`config.mk`:
```
export PLATFORM = sky130hd
export DESIGN_NAME = gpu_cmd_ctrl_flat
export DESIGN_NICKNAME = d
export VERILOG_FILES = /design/src/rtl/gpu_cmd_ctrl_if.sv /design/src/rtl/gpu_cmd_ctrl.sv /design/src/flat_wrapper.sv
export SDC_FILE = /design/constraint.sdc
export NUM_CORES = 1
export LEC_CHECK = 0
export BUFFER_PORTS_ARGS = -buffer_cell sky130_fd_sc_hd__buf_2
export CORE_AREA = 2 2 104 106
export CTS_CLUSTER_SIZE = 16
export DETAILED_ROUTE_END_ITERATION = 10
export DIE_AREA = 0 0 106 108
export HOLD_SLACK_MARGIN = 0.15
export PLACE_DENSITY = 0.74
export SYNTH_ARGS = -nofsm -noshare
export SYNTH_HDL_FRONTEND = slang
export SYNTH_SLANG_ARGS = --single-unit
```
`constraint.sdc`:
```
create_clock -name clk -period 9.7 [get_ports clk]
set_input_delay 0 -clock clk [delete_from_list [all_inputs] [get_ports clk]]
set_output_delay 0 -clock clk [all_outputs]
set_load 0.02 [all_outputs]
```
`src/rtl/gpu_cmd_ctrl_if.sv`:
```
`default_nettype none
// ============================================================================
// Module   : gpu_cmd_ctrl_if
// Purpose  : Command stream, memory bus, cache strobes and status of the
//            GPU command sequencer, bundled as one interface.
// Revision : 1.0 - initial release
// ============================================================================
interface gpu_cmd_ctrl_if #(
  parameter int IN_WIDTH   = 16,
  parameter int ADDR_WIDTH = 16,
  parameter int CNT_WIDTH  = 8
);
  logic [IN_WIDTH-1:0]   in_data;
  logic                  in_valid;
  logic                  in_ready;
  logic [ADDR_WIDTH-1:0] mem_addr;
  logic                  mem_rd;
  logic                  mem_wr;
  logic                  mem_ack;
  logic                  instr_we;
  logic                  spr_we;
  logic [CNT_WIDTH-1:0]  cache_idx;
  logic                  exec_en;
  logic                  busy;
  logic                  done;
  logic [3:0]            state;

  // master: the sequencer itself
  modport master (
    input  in_data, in_valid, mem_ack,
    output in_ready, mem_addr, mem_rd, mem_wr, instr_we, spr_we,
           cache_idx, exec_en, busy, done, state
  );

  // slave: the CPU port / memory / caches around it
  modport slave (
    output in_data, in_valid, mem_ack,
    input  in_ready, mem_addr, mem_rd, mem_wr, instr_we, spr_we,
           cache_idx, exec_en, busy, done, state
  );
endinterface
`default_nettype wire

```
`src/rtl/gpu_cmd_ctrl.sv`:
```
`default_nettype none
// ============================================================================
// Module   : gpu_cmd_ctrl
// Purpose  : GPU command sequencer: activation word, 4-word descriptor, then
//            instruction load, sprite load, execute, sprite write-back.
//            Optional macro GPU_CTRL_ABORT_EN enables abort by ~ACTIVATE.
// Revision : 1.0 - initial release
// ============================================================================
module gpu_cmd_ctrl #(
  parameter int                IN_WIDTH   = 16,
  parameter int                ADDR_WIDTH = 16,
  parameter int                CNT_WIDTH  = 8,
  parameter logic [IN_WIDTH-1:0] ACTIVATE = 16'h0F0F
) (
  input  logic              clk,
  input  logic              rst_n,
  gpu_cmd_ctrl_if.master    bus
);

  typedef enum logic [3:0] {
    S_IDLE       = 4'd0,
    S_PRG_NINSTR = 4'd1,
    S_PRG_SPRW   = 4'd2,
    S_PRG_SRC    = 4'd3,
    S_PRG_DEST   = 4'd4,
    S_LD_INSTR   = 4'd5,
    S_LD_SPR     = 4'd6,
    S_EXEC       = 4'd7,
    S_WR_SPR     = 4'd8,
    S_DONE       = 4'd9
  } state_t;

  state_t                r_state;
  state_t                w_next;
  logic [CNT_WIDTH-1:0]  r_n;
  logic [CNT_WIDTH-1:0]  r_w;
  logic [CNT_WIDTH-1:0]  r_idx;
  logic [CNT_WIDTH-1:0]  w_idx_next;
  logic [CNT_WIDTH:0]    w_idx_inc;
  logic [ADDR_WIDTH-1:0] r_src;
  logic [ADDR_WIDTH-1:0] r_dest;
  logic [ADDR_WIDTH-1:0] r_addr;
  logic [ADDR_WIDTH-1:0] w_addr_next;
  logic                  r_rd;
  logic                  r_wr;
  logic                  w_ready;
  logic                  w_accept;
  logic                  w_ack;
  logic                  w_abort;
  logic                  w_last_n;
  logic                  w_last_w;

  assign w_accept  = bus.in_valid & w_ready;
  assign w_ack     = bus.mem_ack & (r_rd | r_wr);
  assign w_idx_inc = {1'b0, r_idx} + (CNT_WIDTH+1)'(1);
  assign w_last_n  = (w_idx_inc == {1'b0, r_n});
  assign w_last_w  = (w_idx_inc == {1'b0, r_w});

  always_comb begin
    w_ready = 1'b0;
    case (r_state)
      S_IDLE, S_PRG_NINSTR, S_PRG_SPRW, S_PRG_SRC, S_PRG_DEST: w_ready = 1'b1;
`ifdef GPU_CTRL_ABORT_EN
      S_LD_INSTR, S_LD_SPR, S_EXEC, S_WR_SPR:                 w_ready = 1'b1;
`endif
      default:                                                w_ready = 1'b0;
    endcase
  end

`ifdef GPU_CTRL_ABORT_EN
  assign w_abort = w_accept && (bus.in_data == ~ACTIVATE) &&
                   ((r_state == S_LD_INSTR) || (r_state == S_LD_SPR) ||
                    (r_state == S_EXEC)     || (r_state == S_WR_SPR));
`else
  assign w_abort = 1'b0;
`endif

  // Next state and element index; every phase entry restarts the index at 0.
  always_comb begin
    w_next     = r_state;
    w_idx_next = r_idx;
    case (r_state)
      S_IDLE:       if (w_accept && (bus.in_data == ACTIVATE)) w_next = S_PRG_NINSTR;
      S_PRG_NINSTR: if (w_accept) w_next = S_PRG_SPRW;
      S_PRG_SRC:    if (w_accept) w_next = S_PRG_DEST;
      S_PRG_SPRW:   if (w_accept) w_next = S_PRG_SRC;
      S_PRG_DEST: begin
        // EXEC needs N>0 and WR_SPR needs W>0, so the loads always come first.
        if (w_accept) begin
          w_idx_next = '0;
          w_next     = (r_n != '0) ? S_LD_INSTR : (r_w != '0) ? S_LD_SPR : S_DONE;
        end
      end
      S_LD_INSTR: begin
        if (w_ack) begin
          if (w_last_n) begin
            w_idx_next = '0;
            w_next     = (r_w != '0) ? S_LD_SPR : S_EXEC;
          end else begin
            w_idx_next = w_idx_inc[CNT_WIDTH-1:0];
          end
        end
      end
      S_LD_SPR: begin
        if (w_ack) begin
          if (w_last_w) begin
            w_idx_next = '0;
            w_next     = (r_n != '0) ? S_EXEC : S_WR_SPR;
          end else begin
            w_idx_next = w_idx_inc[CNT_WIDTH-1:0];
          end
        end
      end
      S_EXEC: begin
        if (w_last_n) begin
          w_idx_next = '0;
          w_next     = (r_w != '0) ? S_WR_SPR : S_DONE;
        end else begin
          w_idx_next = w_idx_inc[CNT_WIDTH-1:0];
        end
      end
      S_WR_SPR: begin
        if (w_ack) begin
          if (w_last_w) begin
            w_idx_next = '0;
            w_next     = S_DONE;
          end else begin
            w_idx_next = w_idx_inc[CNT_WIDTH-1:0];
          end
        end
      end
      S_DONE: w_next = S_IDLE;
      default: begin
        w_next     = S_IDLE;
        w_idx_next = '0;
      end
    endcase
    if (w_abort) begin
      w_next     = S_IDLE;
      w_idx_next = '0;
    end
  end

  always_comb begin
    w_addr_next = r_addr;
    case (w_next)
      S_LD_INSTR: w_addr_next = r_src + ADDR_WIDTH'(w_idx_next);
      S_LD_SPR:   w_addr_next = r_src + ADDR_WIDTH'(r_n) + ADDR_WIDTH'(w_idx_next);
      S_WR_SPR:   w_addr_next = r_dest + ADDR_WIDTH'(w_idx_next);
      default:    w_addr_next = r_addr;
    endcase
  end

  always_ff @(posedge clk or negedge rst_n) begin
    if (!rst_n) begin
      r_state <= S_IDLE;
      r_idx   <= '0;
      r_addr  <= '0;
      r_rd    <= 1'b0;
      r_wr    <= 1'b0;
    end else begin
      r_state <= w_next;
      r_idx   <= w_idx_next;
      r_addr  <= w_addr_next;
      r_rd    <= (w_next == S_LD_INSTR) || (w_next == S_LD_SPR);
      r_wr    <= (w_next == S_WR_SPR);
    end
  end

  always_ff @(posedge clk or negedge rst_n) begin
    if (!rst_n) begin
      r_n    <= '0;
      r_w    <= '0;
      r_src  <= '0;
      r_dest <= '0;
    end else if (w_accept) begin
      case (r_state)
        S_PRG_NINSTR: r_n    <= bus.in_data[CNT_WIDTH-1:0];
        S_PRG_SPRW:   r_w    <= bus.in_data[CNT_WIDTH-1:0];
        S_PRG_SRC:    r_src  <= bus.in_data[ADDR_WIDTH-1:0];
        S_PRG_DEST:   r_dest <= bus.in_data[ADDR_WIDTH-1:0];
        default: ;
      endcase
    end
  end

  assign bus.in_ready  = w_ready;
  assign bus.mem_addr  = r_addr;
  assign bus.mem_rd    = r_rd;
  assign bus.mem_wr    = r_wr;
  assign bus.instr_we  = r_rd & bus.mem_ack & (r_state == S_LD_INSTR);
  assign bus.spr_we    = r_rd & bus.mem_ack & (r_state == S_LD_SPR);
  assign bus.cache_idx = r_idx;
  assign bus.exec_en   = (r_state == S_EXEC);
  assign bus.busy      = (r_state != S_IDLE);
  assign bus.done      = (r_state == S_DONE);
  assign bus.state     = r_state;

endmodule
`default_nettype wire

```
`src/flat_wrapper.sv`:
```
// flat-port wrapper written by rule: the top's interface ports become plain ports
module gpu_cmd_ctrl_flat 
#(
  parameter int                IN_WIDTH   = 16,
  parameter int                ADDR_WIDTH = 16,
  parameter int                CNT_WIDTH  = 8,
  parameter logic [IN_WIDTH-1:0] ACTIVATE = 16'h0F0F
)
  (clk, rst_n, bus_in_data, bus_in_valid, bus_mem_ack, bus_in_ready, bus_mem_addr, bus_mem_rd, bus_mem_wr, bus_instr_we, bus_spr_we, bus_cache_idx, bus_exec_en, bus_busy, bus_done, bus_state);
  gpu_cmd_ctrl_if #(.IN_WIDTH(IN_WIDTH), .ADDR_WIDTH(ADDR_WIDTH), .CNT_WIDTH(CNT_WIDTH)) bus_i ();
  input  logic clk;
  input  logic rst_n;
  input wire logic [$bits(bus_i.in_data)-1:0] bus_in_data;
  input wire logic [$bits(bus_i.in_valid)-1:0] bus_in_valid;
  input wire logic [$bits(bus_i.mem_ack)-1:0] bus_mem_ack;
  output wire logic [$bits(bus_i.in_ready)-1:0] bus_in_ready;
  output wire logic [$bits(bus_i.mem_addr)-1:0] bus_mem_addr;
  output wire logic [$bits(bus_i.mem_rd)-1:0] bus_mem_rd;
  output wire logic [$bits(bus_i.mem_wr)-1:0] bus_mem_wr;
  output wire logic [$bits(bus_i.instr_we)-1:0] bus_instr_we;
  output wire logic [$bits(bus_i.spr_we)-1:0] bus_spr_we;
  output wire logic [$bits(bus_i.cache_idx)-1:0] bus_cache_idx;
  output wire logic [$bits(bus_i.exec_en)-1:0] bus_exec_en;
  output wire logic [$bits(bus_i.busy)-1:0] bus_busy;
  output wire logic [$bits(bus_i.done)-1:0] bus_done;
  output wire logic [$bits(bus_i.state)-1:0] bus_state;
  assign bus_i.in_data = bus_in_data;
  assign bus_i.in_valid = bus_in_valid;
  assign bus_i.mem_ack = bus_mem_ack;
  assign bus_in_ready = bus_i.in_ready;
  assign bus_mem_addr = bus_i.mem_addr;
  assign bus_mem_rd = bus_i.mem_rd;
  assign bus_mem_wr = bus_i.mem_wr;
  assign bus_instr_we = bus_i.instr_we;
  assign bus_spr_we = bus_i.spr_we;
  assign bus_cache_idx = bus_i.cache_idx;
  assign bus_exec_en = bus_i.exec_en;
  assign bus_busy = bus_i.busy;
  assign bus_done = bus_i.done;
  assign bus_state = bus_i.state;
  gpu_cmd_ctrl #(.IN_WIDTH(IN_WIDTH), .ADDR_WIDTH(ADDR_WIDTH), .CNT_WIDTH(CNT_WIDTH), .ACTIVATE(ACTIVATE)) u_core (.clk(clk), .rst_n(rst_n), .bus(bus_i));
endmodule
```
==> run_results.csv, run 1 <==
group,metric,value,unit
outcome,status,"finished, final reports clean",
synthesis,yosysUniqueCellTypes,69,
cells_and_area,drive_gt1_frac,0.233,
synthesis,yosys_warnings,0,
floorplanning,die_w,106,um
timing,layout_setup_ws,3670,ps
global_route,grt-ovfl-total,0,
routing,drtPass1Iterations,5,
placement,place_ws,3850,ps
worst_setup_path,critical_path.startpoint_type,"flip-flop",
placement,place_inst,739,
worst_setup_path,max_stage_delay,580,ps
floorplanning,num_rows,37,
synthesis,avgSynthCellArea,9.75,um^2
timing,tightest_slew,1210,ps
clock_tree,cts_tree,"yes",
run,maxCapViolations,0,
synthesis,yosys-top-cells-count,"78 x dfrtp_1, 60 x mux2_2, 56 x nand2_1",
clock_tree,clock_latency,370,ps
worst_setup_path,cpMaxStageDelayCell,"dfrtp_1",
worst_setup_path,cp_cell_sequence,"ha_1 > nand3_4 > a2111oi_0 > o22ai_1 > a31oi_2 > nand2_1 > a32oi_1 > o21ai_1 > a22o_1 > fa_1 > ha_1 > inv_1 > fa_1 > nor2b_1 > o21ai_0 > a21boi_0 > o21ai_0 > a21oi_1 > o21bai_1 > nor3_1 > nor3b_1 > o31ai_1",
timing,drv_slew,0,
clock_tree,cts_root_buf,"clkbuf_8",
timing,fmax,0.166,GHz
timing,layout_min_cycle_time,6030,ps
cells_and_area,nets,678,
pwr,ir_drop,182,uV
synthesis,yosysTopAreaCellShare,0.353,
timing,timing.hold.ws,201,ps
cells_and_area,antennaDiodeCount,0,
synthesis,synthCells,568,
routing,viasPerCell,6.13,
timing,skew,16.1,ps
clock_tree,h-tree-depth,3,
synthesis,syn_area,5540,um^2
worst_setup_path,cp_max_fo,10,
routing,drt-total-wl,14400,um
worst_setup_path,cp.required,9970,ps
worst_setup_path,crit_buf_inv,1,
global_route,grt_usage,0.267,
worst_setup_path,path_class,"flip-flop to flip-flop",
global_route,grt_pass1_wl,23800,um
synthesis,synth_area_leaders,"dfrtp_1 35%, mux2_2 12%, xnor2_1 5.1%",
clock_tree,cts_resized,0,
worst_hold_path,hp-class,"input pin to flip-flop",
cells_and_area,area_delta_synth_final,12.2,%
synthesis,async_flop_share,1.00,
synthesis,synth_seq_cells,78,
timing,setup_tns,0,ps
placement,dp_hpwl,10600,um
cells_and_area,finalNonFillerCells,771,
synthesis,seq_area_frac_synth,0.353,
clock_tree,clkSinkCount,78,
floorplanning,floorplan.initialDensity,0.541,
pwr,p_per_area,341,nW/um^2
placement,port_buffers,55,
floorplanning,core_area,10200,um^2
clock_tree,cts-buffers-inserted,9,
cells_and_area,fin_util,0.607,
global_route,grt_pass1_vias,4558,
routing,vias,4724,
timing,period_share,0.621,
timing,rsz0062_at_grt,"no",
routing,drt_iter0_drc,462,
clock_tree,path_clk_slew,90,ps
floorplanning,ios,56,
synthesis,ys.flop_type,"dfrtp_1",
clock_tree,cts_max_path_buffers,2,
routing,post_drt_wl_per_cell,18.7,um
timing,relSlewSlack,0.180,
floorplanning,die_h,108,um
worst_setup_path,crit_family,"compound AO/OA/AOI/OAI gates",
timing,final-hold-violation-count,0,
global_route,grt_max_degree,79,
synthesis,synth_edf_count,0,
worst_setup_path,end_kind,"flip-flop",
synthesis,yosysMostFrequentCell,"dfrtp_1",
worst_setup_path,cp.arrival,6290,ps
routing,drc,0,
floorplanning,dieArea,11400,um^2
global_route,antenna_found_initial,0,
synthesis,synth_nets,615,
placement,place.gp.congestion,1.01,
routing,antenna_left,0,
synthesis,yosysTopAreaCell,"dfrtp_1",
pwr,p_leak,0.00270,uW
timing,setup_violations,0,
-- cells in the final DEF, fill, tap and decap left out, drive strengths merged, types with 10 or more instances in the layout --
master,synthesis,final
xnor2,32,32
mux2,60,60
inv,24,24
clkbuf,11,10
o21ai,38,38
nand2,56,56
ha,17,17
nand3,14,14
xor2,12,12
buf,11,57
a21oi,29,29
dfrtp,78,78
mux2i,10,10
dlygate4sd3,0,17
fa,10,10
nor3,12,12
nor2,32,32
-- tightest hold or removal path: stages --
cell	delay [ps]
buf_2	180
nand4_1	140
a21o_1	160
nand2_1	50
-- where the power goes --
group	switching [uW]	internal, uW	total, uW
registers	197	477	673
clock network	119	89.7	209
logic	675	561	1240
total	991	1130	2120
-- stage by stage --
step           total power (uW)  instance area (um^2)
3_3_place_gp               1860                  5880
4_1_cts                    2110                  6210
3_5_place_dp               1890                  5880
5_1_grt                    2290                  6210
6_report                   2120                  6210
2_1_floorplan              1570                  5540
-- metal layers --
layer	track usage	wire [um]
met5	0	0
met4	0.0874	225
met3	0.0506	1030
met2	0.435	7070
met1	0.361	6090
-- flip-flops by register name, indices dropped and copies added, names as in the netlist --
| register | cells |
|---|---|
| u_core.bus.cache_idx | 8 |
| u_core.bus.mem_addr | 16 |
| u_core.bus.mem_rd | 1 |
| u_core.bus.mem_wr | 1 |
| u_core.bus.state | 4 |
| u_core.r_dest | 16 |
| u_core.r_n | 8 |
| u_core.r_src | 16 |
| u_core.r_w | 8 |
-- timing repair --
item | 4_1_cts | 5_1_grt
buffers inserted | 0 | 0
endpoints found under the hold margin | 126 | 0
hold buffers | 17 | 0
setup endpoints to repair | 0 | 0
-- cells by family after synthesis --
kind of cell / Yosys count / synth area share
fa+ha+maj: 27 / 0.0746
simple gates: 171 / 0.162
compound gates: 129 / 0.155
flops: 78 / 0.353
buf+inv: 47 / 0.0377
mux: 70 / 0.140
xor+xnor: 46 / 0.0777
-- path summary, 6_finish.rpt --
path | from | endpoint | slack, ps | cells past startpoint
setup / recovery | u_core.bus.cache_idx[0]$_DFF_PN0_ | u_core.bus.mem_addr[15]$_DFFE_PN0P_ | 3670 | 22
hold / removal | bus_in_valid | u_core.bus.state[2]$_DFF_PN0_ | 200 | 4
setup reg to reg | u_core.bus.cache_idx[0]$_DFF_PN0_ | u_core.bus.mem_addr[15]$_DFFE_PN0P_ | 3670 | 22
hold reg to reg | u_core.bus.mem_addr[10]$_DFFE_PN0P_ | u_core.bus.mem_addr[10]$_DFFE_PN0P_ | 490 | 2
max in group asynchronous | rst_n | u_core.r_dest[8]$_DFFE_PN0P_ | 8710 | 2
min in group asynchronous | rst_n | u_core.bus.cache_idx[4]$_DFF_PN0_ | 330 | 2
-- layout make-up --
| type | instances | area, um^2 |
|---|---|---|
| clock buffer | 10 | 128 |
| sequential | 78 | 1950 |
| inverter | 25 | 93.8 |
| multi-input combinational | 443 | 3380 |
| clock inverter | 5 | 27.5 |
| tap | 136 | 170 |
| timing repair buffer | 74 | 463 |
| fill | 898 | 4020 |
Note: power is estimated with default switching activity, not from simulation.
==> run 2: changes to the inputs <==
- CORE_AREA: 2 2 104 106 -> 2 2 105 107
- DIE_AREA: 0 0 106 108 -> 0 0 107 109
- PLACE_DENSITY: 0.74 -> 0.75
- clock period: 9.7 -> 5.1 ns (I/O delays scaled with it)
==> run_results.csv, run 2 (synthesis gave the netlist of run 1 again) <==
group,metric,value,unit
outcome,status,"finished, final reports clean",
floorplanning,die_w,107,um
cells_and_area,nets,719,
global_route,grt_max_degree,79,
timing,drv_slew,0,
clock_tree,cts_tree,"yes",
worst_hold_path,hp-class,"input pin to flip-flop",
routing,vias,5035,
timing,skew,12.9,ps
routing,drc,0,
timing,relSlewSlack,0.325,
cells_and_area,final_cell_mix,"75 x dfrtp_1, 60 x mux2_2, 54 x nand2_1, 54 x buf_2, 41 x buf_4",
pwr,p_per_area,662,nW/um^2
floorplanning,num_rows,38,
timing,period_share,0.974,
floorplanning,die_h,109,um
worst_setup_path,cpMaxStageDelayCell,"dfrtp_1",
cells_and_area,regArea,1960,um^2
routing,drt_iter0_drc,565,
routing,post_drt_wl_per_cell,19.6,um
clock_tree,cts_root_buf,"clkbuf_8",
global_route,grt_pass1_wl,24800,um
global_route,grt-ovfl-total,0,
worst_setup_path,max_stage_delay,420,ps
placement,place_ws,-121,ps
clock_tree,cts-buffers-inserted,9,
cells_and_area,final_common_cell,"dfrtp_1",
clock_tree,path_clk_slew,80,ps
cells_and_area,area_delta_synth_final,21.5,%
timing,setup_violations,0,
worst_setup_path,path_class,"flip-flop to flip-flop",
timing,layout_min_cycle_time,4970,ps
timing,fmax,0.201,GHz
worst_setup_path,cp_max_fo,7,
routing,drt-total-wl,16000,um
routing,antenna_left,0,
placement,place.gp.congestion,0.918,
clock_tree,h-tree-depth,3,
global_route,grt_pass1_vias,4951,
cells_and_area,fillers,853,
clock_tree,clkSinkCount,78,
routing,drtPass1Iterations,6,
pwr,ir_drop,347,uV
global_route,antenna_found_initial,0,
worst_setup_path,cp.required,5390,ps
worst_setup_path,crit_top_cell,"buf_4",
cells_and_area,fin_util,0.634,
placement,port_buffers,55,
worst_setup_path,critical_path.startpoint_type,"flip-flop",
timing,layout_setup_ws,131,ps
cells_and_area,antennaDiodeCount,0,
clock_tree,clock_latency,380,ps
routing,viasPerCell,6.16,
run,maxCapViolations,0,
timing,tightest_slew,1010,ps
timing,final-hold-violation-count,0,
floorplanning,core_area,10600,um^2
clock_tree,cts_max_path_buffers,2,
worst_setup_path,cp_cell_sequence,"ha_4 > and3_1 > nand3_1 > o221ai_2 > nor4b_4 > buf_4 > buf_4 > a31o_2 > a211oi_2 > buf_4 > mux2_2 > ha_1 > a21o_1 > a21o_1 > a2111oi_4 > buf_4 > o31ai_1 > buf_4 > nand2_2 > nor2_1 > xnor2_1 > or3_1 > a32oi_1",
cells_and_area,drive_gt1_frac,0.315,
worst_setup_path,cp.arrival,5260,ps
floorplanning,dieArea,11700,um^2
timing,setup_tns,0,ps
floorplanning,floorplan.initialDensity,0.522,
placement,dp_hpwl,11500,um
cells_and_area,multi_input_area,3500,um^2
floorplanning,ios,56,
global_route,grt_usage,0.278,
worst_setup_path,end_kind,"flip-flop",
pwr,p_leak,0.00295,uW
[run 2: cell type report]
| type | count | share of cell area |
|---|---|---|
| sequential | 78 | 0.291 |
| multi-input combinational | 443 | 0.521 |
| tap | 140 | 0.0260 |
| inverter | 25 | 0.0140 |
| clock buffer | 12 | 0.0216 |
| clock inverter | 4 | 0.0104 |
| timing repair buffer | 115 | 0.116 |
[run 2: critical path, delay by kind of cell (launching register included)]
family / cells / cell delay (ps)
AO/OA/AOI/OAI: 8 / 1770
AND/OR/NAND/NOR: 6 / 980
adder cells (fa/ha/maj): 2 / 460
flip-flops: 1 / 420
multiplexers: 1 / 360
XOR/XNOR: 1 / 110
buffers and inverters: 5 / 780
[run 2: per-stage QoR]
| stage | total power, uW | std cells | instance area (um^2) | hold WS, ps |
|---|---|---|---|---|
| after floorplan | 2990 | 568 | 5550 | -296 |
| after global placement | 3630 | 776 | 6150 | 214 |
| after detailed placement | 3720 | 776 | 6150 | 232 |
| after CTS | 4280 | 810 | 6550 | 266 |
| after global routing | 4750 | 817 | 6730 | 282 |
| final | 4450 | 817 | 6730 | 248 |
[run 2: path summary, 6_finish.rpt]
kind	start	to	slack, ps	depth (start not counted)
min in group asynchronous	rst_n	u_core.r_w[4]$_DFFE_PN0P_	340	2
worst max-delay path	u_core.bus.cache_idx[0]$_DFF_PN0_	u_core.bus.mem_addr[13]$_DFFE_PN0P_	130	23
worst min-delay path	bus_mem_ack	u_core.bus.state[3]$_DFF_PN0_	250	5
max in group asynchronous	rst_n	u_core.bus.cache_idx[3]$_DFF_PN0_	4080	2
worst max register to register	u_core.bus.cache_idx[0]$_DFF_PN0_	u_core.bus.mem_addr[13]$_DFFE_PN0P_	130	23
worst min register to register	u_core.bus.mem_addr[0]$_DFFE_PN0P_	u_core.bus.mem_addr[0]$_DFFE_PN0P_	490	2
[run 2: timing repair]
action                                  CTS  global route
hold endpoints to repair                127             0
pin swaps                                 0            10
hold buffers                             18             0
gates resized for setup                   6            32
setup buffers                             0             7
endpoints found under the setup margin    8             9
[run 2: per-layer routing]
metal / GRT usage / routed length, um / vias to the layer above / share of wire
met2: 0.477 / 7810 / 249 / 0.49
met3: 0.0562 / 1040 / 68 / 0.065
li1: - / - / 2266 / -
met4: 0.143 / 788 / 0 / 0.049
met5: 0 / 0 / - / 0
met1: 0.333 / 6400 / 2452 / 0.40
[run 2: where the power goes]
group	internal, uW	switching (uW)	leakage [uW]
sequential	908	337	0.000955
combinational	1210	1470	0.00188
clock	288	237	0.000110
==> run 3: changes to the inputs <==
==> constraint.sdc (replaced) <==
create_clock -name clk -period 5.1 [get_ports clk]
set_input_delay 0.255 -clock clk [delete_from_list [all_inputs] [get_ports clk]]
set_output_delay 0.255 -clock clk [all_outputs]
set_load 0.02 [all_outputs]
==> run_results.csv, run 3 (synthesis gave the netlist of run 1 again) <==
group,metric,value,unit
floorplanning,core_area,10600,um^2
routing,drtPass1Iterations,5,
pwr,p_per_area,672,nW/um^2
clock_tree,path_clk_slew,80,ps
worst_hold_path,worstHoldStart,"bus_in_data[12]",
routing,post_drt_wl_per_cell,19.7,um
outcome,status,"finished, final reports clean",
global_route,grt_max_degree,79,
global_route,grt_pass1_vias,4903,
timing,setup_violations,0,
cells_and_area,area_delta_synth_final,19.5,%
routing,vias,4969,
worst_setup_path,r2r_setup_slack,150,ps
cells_and_area,final_cell_mix,"75 x dfrtp_1, 60 x mux2_2, 54 x nand2_1, 54 x buf_2, 41 x buf_4",
routing,drt_iter0_drc,493,
timing,final-hold-violation-count,0,
floorplanning,num_rows,38,
worst_setup_path,r2r_cells,23,
worst_setup_path,cp_max_fo,7,
timing,layout_setup_ws,153,ps
cells_and_area,antennaDiodeCount,0,
run,maxCapViolations,0,
timing,drv_slew,0,
global_route,grt-ovfl-total,0,
timing,period_share,0.970,
clock_tree,clkSinkCount,78,
placement,place_ws,-121,ps
worst_setup_path,cp.arrival,5240,ps
timing,fmax,0.202,GHz
floorplanning,dieArea,11700,um^2
worst_setup_path,reg2reg_to,"u_core.bus.mem_addr[13]$_DFFE_PN0P_",
floorplanning,floorplan.initialDensity,0.522,
worst_hold_path,hp-class,"input pin to flip-flop",
clock_tree,clock_latency,370,ps
routing,viasPerCell,6.17,
cells_and_area,final_common_cell,"dfrtp_1",
worst_setup_path,path_class,"flip-flop to flip-flop",
clock_tree,cts_max_path_buffers,2,
pwr,p_leak,0.00290,uW
placement,dp_hpwl,11500,um
timing,skew,9.34,ps
global_route,antenna_found_initial,0,
global_route,grt_usage,0.277,
worst_setup_path,critical_path.startpoint_type,"flip-flop",
clock_tree,h-tree-depth,3,
global_route,grt_pass1_wl,24600,um
timing,tightest_slew,1010,ps
cells_and_area,drive_gt1_frac,0.320,
placement,port_buffers,55,
clock_tree,cts-buffers-inserted,9,
clock_tree,cts_root_buf,"clkbuf_8",
worst_setup_path,timing.rr.start,"u_core.bus.cache_idx[0]$_DFF_PN0_",
pwr,ir_drop,348,uV
routing,antenna_left,0,
cells_and_area,nets,708,
worst_hold_path,hold_depth,2,
placement,place.gp.congestion,0.918,
timing,layout_min_cycle_time,4950,ps
timing,timing.hold.ws,157,ps
timing,relSlewSlack,0.325,
worst_setup_path,cp.required,5390,ps
clock_tree,cts_tree,"yes",
routing,drt-total-wl,15900,um
worst_setup_path,end_kind,"flip-flop",
routing,drc,0,
floorplanning,die_h,109,um
floorplanning,ios,56,
worst_hold_path,worstHoldEndpoint,"u_core.r_dest[12]$_DFFE_PN0P_",
floorplanning,die_w,107,um
run 3: timing repair:
action / 4_1_cts / 5_1_grt
setup buffers: 0 / 7
hold endpoints to repair: 87 / 0
pin swaps: 0 / 9
setup endpoints to repair: 8 / 9
hold buffers: 7 / 0
resized for setup: 6 / 32
run 3: stage by stage:
stage / std cells / TNS (ps) / instance area [um^2] / power, uW / util
after floorplan: 568 / 0 / 5550 / 2990 / -
after global routing: 806 / -4.40 / 6620 / 4740 / 0.624
after global placement: 776 / 0 / 6150 / 3630 / 0.580
after CTS: 799 / 0 / 6440 / 4270 / 0.608
final: 806 / 0 / 6620 / 4450 / 0.624
after detailed placement: 776 / -494 / 6150 / 3720 / 0.580
run 3: how the worst max path moves through the flow:
stage / from / end / cells after the start
6_report: u_core.bus.cache_idx[0]$_DFF_PN0_ / u_core.bus.mem_addr[13]$_DFFE_PN0P_ / 23
5_1_grt: u_core.bus.cache_idx[0]$_DFF_PN0_ / u_core.bus.mem_addr[13]$_DFFE_PN0P_ / 24
4_1_cts: u_core.bus.cache_idx[0]$_DFF_PN0_ / u_core.bus.mem_addr[15]$_DFFE_PN0P_ / 22
3_5_place_dp: u_core.bus.cache_idx[2]$_DFF_PN0_ / u_core.bus.mem_addr[14]$_DFFE_PN0P_ / 20
3_3_place_gp: u_core.bus.cache_idx[2]$_DFF_PN0_ / u_core.bus.mem_addr[15]$_DFFE_PN0P_ / 23
2_1_floorplan: u_core.bus.cache_idx[1]$_DFF_PN0_ / u_core.bus.mem_addr[8]$_DFFE_PN0P_ / 19
run 3: final cells by class:
| type | count | area, um^2 |
|---|---|---|
| Clock buffer | 12 | 145 |
| Clock inverter | 4 | 70.1 |
| Fill cell | 865 | 3990 |
| Inverter | 25 | 93.8 |
| Multi-Input combinational cell | 443 | 3500 |
| Sequential cell | 78 | 1960 |
| Tap cell | 140 | 175 |
| Timing Repair Buffer | 104 | 671 |
run 3: worst max-delay path, cell delays in order (launching register included):
cell and delay, ps:
dfrtp_1 420, ha_4 180, and3_1 240, nand3_1 190, o221ai_2 280, nor4b_4 80, buf_4 160, buf_4 120
a31o_2 260, a211oi_2 220, buf_4 160, mux2_2 360, ha_1 280, a21o_1 150, a21o_1 220, a2111oi_4 350
buf_4 160, o31ai_1 70, buf_4 170, nand2_2 90, nor2_1 60, xnor2_1 110, or3_1 310, a32oi_1 210
run 3: routing by layer:
layer | global-route usage | wire length (um) | part of all wire
met5 | 0 | 0 | 0
met4 | 0.143 | 799 | 0.050
met3 | 0.0544 | 1040 | 0.065
met2 | 0.472 | 7690 | 0.48
met1 | 0.333 | 6380 | 0.40
run 3: power by group:
| part | internal, uW | leakage, uW | switching (uW) |
|---|---|---|---|
| combinational | 1210 | 0.00184 | 1470 |
| sequential | 908 | 0.000955 | 336 |
| clock | 288 | 0.000110 | 239 |
| total | 2410 | 0.00290 | 2040 |
